==> src/rtl/alu_pkg.sv <==
// alu_pkg: shared datapath width, flag bit positions and result-stage state encoding.
package alu_pkg;
  localparam int WIDTH = 16;
  localparam int FLAG_Z = 3;
  localparam int FLAG_N = 2;
  localparam int FLAG_C = 1;
  localparam int FLAG_V = 0;
  typedef enum logic [1:0] {EMPTY = 2'd0, ONE = 2'd1, FULL = 2'd2} state_e;
endpackage

==> src/rtl/alu_flag_gen.sv <==
// alu_flag_gen: Z/N/C/V from adder outputs; ALU_RESULT_SATURATE_EN clamps overflowed results.
module alu_flag_gen #(
  parameter int W = alu_pkg::WIDTH
) (
  input  logic [W-1:0] sum_i,
  input  logic         carry_i,
  input  logic         a_msb_i,
  input  logic         b_msb_i,
  output logic [W-1:0] result_o,
  output logic [3:0]   flags_o
);
  import alu_pkg::*;
  logic v;
  assign v = (a_msb_i == b_msb_i) && (sum_i[W-1] != a_msb_i);
`ifdef ALU_RESULT_SATURATE_EN
  assign result_o = v ? {a_msb_i, {(W-1){~a_msb_i}}} : sum_i;
`else
  assign result_o = sum_i;
`endif
  assign flags_o[FLAG_Z] = result_o == '0;
  assign flags_o[FLAG_N] = result_o[W-1];
  assign flags_o[FLAG_C] = carry_i;
  assign flags_o[FLAG_V] = v;
endmodule

==> src/rtl/alu_result_stage.sv <==
// alu_result_stage: flag capture, 2-entry skid buffer and saturating overflow counter.
// Optional output saturation under ALU_RESULT_SATURATE_EN (see alu_flag_gen).
module alu_result_stage #(
  parameter int WIDTH = alu_pkg::WIDTH,
  parameter int CNT_W = 8
) (
  input  logic             clk,
  input  logic             rst,
  input  logic             in_valid,
  output logic             in_ready,
  input  logic [WIDTH-1:0] in_sum,
  input  logic             in_carry,
  input  logic             in_a_msb,
  input  logic             in_b_msb,
  output logic             out_valid,
  input  logic             out_ready,
  output logic [WIDTH-1:0] out_result,
  output logic [3:0]       out_flags,
  output logic [CNT_W-1:0] ovf_count,
  input  logic             clr_count
);
  import alu_pkg::*;
  state_e state_q, state_d;
  logic [WIDTH-1:0] main_res_q, main_res_d, skid_res_q, skid_res_d, gen_res;
  logic [3:0] main_flg_q, main_flg_d, skid_flg_q, skid_flg_d, gen_flg;
  logic [CNT_W-1:0] cnt_q, cnt_d;
  logic in_ready_q, accept, xfer;
  alu_flag_gen #(.W(WIDTH)) u_flag_gen (
    .sum_i    (in_sum),
    .carry_i  (in_carry),
    .a_msb_i  (in_a_msb),
    .b_msb_i  (in_b_msb),
    .result_o (gen_res),
    .flags_o  (gen_flg)
  );
  assign accept = in_valid && in_ready_q;
  assign xfer = out_valid && out_ready;
  always_ff @(posedge clk) begin
    if (rst) begin
      state_q    <= EMPTY;
      in_ready_q <= 1'b1;
      main_res_q <= '0;
      main_flg_q <= '0;
      skid_res_q <= '0;
      skid_flg_q <= '0;
      cnt_q      <= '0;
    end else begin
      state_q    <= state_d;
      in_ready_q <= state_d != FULL;
      main_res_q <= main_res_d;
      main_flg_q <= main_flg_d;
      skid_res_q <= skid_res_d;
      skid_flg_q <= skid_flg_d;
      cnt_q      <= cnt_d;
    end
  end
  always_comb begin
    state_d = state_q;
    case (state_q)
      EMPTY:   state_d = accept ? ONE : EMPTY;
      ONE:     state_d = (accept && !xfer) ? FULL : (!accept && xfer) ? EMPTY : ONE;
      FULL:    state_d = xfer ? ONE : FULL;
      default: state_d = EMPTY;
    endcase
  end
  // Main takes the input when it is (or is about to become) the head; skid only fills behind a stalled head.
  always_comb begin
    main_res_d = main_res_q;
    main_flg_d = main_flg_q;
    skid_res_d = skid_res_q;
    skid_flg_d = skid_flg_q;
    if (accept && (state_q == EMPTY || xfer)) begin
      main_res_d = gen_res;
      main_flg_d = gen_flg;
    end else if (state_q == FULL && xfer) begin
      main_res_d = skid_res_q;
      main_flg_d = skid_flg_q;
    end
    if (accept && state_q == ONE && !xfer) begin
      skid_res_d = gen_res;
      skid_flg_d = gen_flg;
    end
  end
  always_comb begin
    cnt_d = clr_count ? '0 : (accept && gen_flg[FLAG_V] && cnt_q != '1) ? cnt_q + 1'b1 : cnt_q;
  end
  always_comb begin
    out_valid  = state_q != EMPTY;
    in_ready   = in_ready_q;
    out_result = main_res_q;
    out_flags  = main_flg_q;
    ovf_count  = cnt_q;
  end
endmodule
==> config.mk <==
export PLATFORM = sky130hd
export DESIGN_NAME = alu_result_stage
export DESIGN_NICKNAME = d
export VERILOG_FILES = /design/src/rtl/alu_pkg.sv /design/src/rtl/alu_flag_gen.sv /design/src/rtl/alu_result_stage.sv
export SDC_FILE = /design/constraint.sdc
export NUM_CORES = 1
export LEC_CHECK = 0
export CAP_MARGIN = 20
export CORE_MARGIN = 4
export CORE_UTILIZATION = 37
export DETAILED_ROUTE_END_ITERATION = 6
export SYNTH_ARGS = -nofsm -noshare
export SYNTH_HDL_FRONTEND = slang
export SYNTH_SLANG_ARGS = --single-unit
==> constraint.sdc <==
create_clock -name clk -period 2.2 [get_ports clk]
set_clock_uncertainty 0.05 [all_clocks]
set_input_delay 0.44 -clock clk [delete_from_list [all_inputs] [get_ports clk]]
set_output_delay 0.44 -clock clk [all_outputs]
set_load 0.05 [all_outputs]
==> metrics.csv <==
metric,value,unit
synth_area_leader_cell,dfxtp_1,
core_area,0.00554,mm²
ant_nets,0,
clock.fmax,0.486,GHz
io_pins,54,
area_growth,34.6,%
antenna-diode-count,0,
synth_fp_nets,249,
wirelength,4.65,mm
r2r-start,ovf_count[0]$_SDFFE_PP0P_,
grt_max_degree,41,
wl_met3,203,µm
cts-buffers-inserted,5,
drive_above_1_share,7.25,%
cts_sinks,49,
crit_buf_inv,1,
clock_path_buffers,2,
antenna_found_initial,0,
pre_cts_slack,0.0290,ns
total_leakage_power,1.11,nW
critPathRequiredTime,1.71,ns
maxSlewHeadroom,65.7,%
slowest_delay,0.84,ns
yosys.cell_types.count,34,
worstHoldEndpoint,skid_res_q[2]$_SDFFE_PP0P_,
io_buffers,53,
syn_avg_cell_area,9.51,µm²
drt_first_pass_iters,4,
min_period,2.06,ns
cts.repair.resized,0,
r2r_setup_slack,0.44,ns
hold_violations,0,
wl_met2,2.02,mm
num_rows,27,
setup_violations,0,
crit_chain,clkdlybuf4s50_1,
die_x,83.7,µm
period_share,93.6,%
drtIter0Drc,88,
postCtsSetupBuffers,0,
drcViolationCount,0,
routabilityCongestion,0.739,
reg2reg_to,ovf_count[5]$_SDFFE_PP0P_,
grt_pass1_vias,1683,
hp-class,reg2reg,
path_delay_family,buffers and inverters,
grtUsageTotal,14.2,%
endpoint_kind,output pin,
critical_path_class,reg2out,
powerDensity,667,mW/mm²
synthCells,223,
worst_ir_drop_vdd,327,µV
cts_root_buffer,clkbuf_8,
viasPerCell,4.97,
seq_area_frac_synth,46.3,%
grt_pass1_wl,8.29,mm
drv_slew,0,
synth_area_leaders,"dfxtp_1 46%, mux2i_1 18%, nor2_1 7.6%, a211oi_1 7.4%, buf_2 1.7%",
die_h,83.7,µm
fin_ws,0.141,ns
rsz0062_at_grt,no,
min_path_cells,2,
synth-seq-cells,49,
drt-met1-wl,2.36,mm
path_clk_slew,0.08,ns
tns,0,ns
worstHoldStart,skid_res_q[2]$_SDFFE_PP0P_,
overflow,0,
cp_data_arrival_time,1.57,ns
maxCapViolations,0,
status,completed,
worstMarginPinSlew,0.513,ns
clk-insertion-delay-late,0.29,ns
nFillCells,537,
die_area,0.00701,mm²
initial_core_util,38.3,%
routedWlPerCell,13.4,µm
synth_area,0.00212,mm²
cp_max_fo,6,
hpwl,3.18,mm
cts_tree,yes,
netlist.area_leader.share,46.3,%
reg2reg_depth,6,
cpMaxStageDelayCell,clkdlybuf4s50_1,
vias,1731,
routed.top_layer,met4,
cts_hold_buffers,0,
yosysWarnings,0,
crit_path_start_kind,register,
finalNetCount,301,
htree_num_levels,2,
## sequential cells by signal, summed over array words and instances (netlist names)
register    cells
ovf_count       8
out_flags       4
state_q         2
skid_flg_q      4
out_result     15
skid_res_q     15
in_ready        1
## worst max path at each step
| stage | from | cells after the start | end | slack [ns] |
|---|---|---|---|---|
| after floorplan | ovf_count[1]$_SDFFE_PP0P_ | 6 | ovf_count[7]$_SDFFE_PP0P_ | 0.21 |
| after global placement | in_sum[15] | 5 | ovf_count[4]$_SDFFE_PP0P_ | 0.04 |
| after detailed placement | in_sum[15] | 5 | ovf_count[4]$_SDFFE_PP0P_ | 0.03 |
| after CTS | ovf_count[0]$_SDFFE_PP0P_ | 1 | ovf_count[0] | 0.11 |
| after global routing | ovf_count[0]$_SDFFE_PP0P_ | 1 | ovf_count[0] | 0.07 |
| final | ovf_count[0]$_SDFFE_PP0P_ | 1 | ovf_count[0] | 0.14 |
## metrics by stage
stage | hold WS [ns] | total power [mW] | cells | utilization, % | cell area, µm²
6_report | 0.449 | 1.90 | 348 | 51.5 | 2860
5_1_grt | 0.492 | 2.01 | 348 | 51.5 | 2860
4_1_cts | 0.456 | 1.94 | 348 | 51.5 | 2860
3_5_place_dp | 0.435 | 1.42 | 340 | 50.1 | 2780
3_3_place_gp | 0.422 | 1.42 | 340 | 50.1 | 2780
2_1_floorplan | 0.410 | 1.25 | 223 | - | 2120
## placed cells by master, fill, tap and decap left out
cell type        Yosys  layout
clkdlybuf4s50_1      0      52
dfxtp_1             49      49
nor2_1              43      43
mux2i_1             38      38
a211oi_1            21      21
buf_4                1       8
nand2_1              7       7
a21oi_1              5       5
nor4_1               5       5
clkbuf_8             0       5
o31ai_1              4       4
inv_1                3       3
or4_1                3       3
clkbuf_1             9       3
buf_12               0       3
nand3_1              2       2
o21ai_2              1       2
nor3_1               2       2
o311ai_0             2       2
o41ai_1              2       2
nand3b_1             2       2
and4_1               2       2
ha_1                 2       2
and2_1               1       1
nor3b_4              1       1
and3b_1              1       1
or2_2                1       1
o211ai_1             1       1
o21ai_0              1       1
or3_1                1       1
o21a_1               1       1
and3_1               1       1
nand4_1              1       1
o31a_1               1       1
## per-layer routing
metal,vias to the layer above,track usage [%]
met5,-,0
met4,0,4.82
met3,7,3.85
met2,35,21.8
met1,778,19.2
li1,911,-
## cell families (layout without fill, tap and decap cells)
logic type,count (synthesis),count (layout),share of synthesized area (%)
adders and majority gates,2,2,1.18
muxes,38,38,17.9
DFF,49,49,46.3
AOI/OAI and AO/OA,40,40,13.7
and+or+nand+nor,73,73,16.6
buffers and inverters,21,74,4.31
## area by class of cell
class	count	area, µm²	area share, %
clock buffer	8	80.1	2.80
inverter	3	11.3	0.394
multi-input combinational	153	1050	36.9
sequential	49	981	34.4
tap	72	90.1	3.16
timing repair buffer	63	641	22.4
## where the power goes
group	switching [mW]	internal, mW	leakage (nW)
Clock	0.281	0.227	0.0395
Sequential	0.0277	0.934	0.400
Combinational	0.260	0.176	0.671
Total	0.569	1.34	1.11
## cell usage after synthesis (all sizes together)
library cell / number
dfxtp: 49
nor2: 43
mux2i: 38
a211oi: 21
buf: 9
clkbuf: 9
nand2: 7
a21oi: 5
nor4: 5
o31ai: 4
inv: 3
o21ai: 3
or4: 3
and4: 2
ha: 2
nand3: 2
nand3b: 2
nor3: 2
o311ai: 2
o41ai: 2
and2: 1
and3: 1
and3b: 1
nand4: 1
nor3b: 1
o211ai: 1
o21a: 1
o31a: 1
or2: 1
or3: 1
Power figures use the tool's default switching activity.
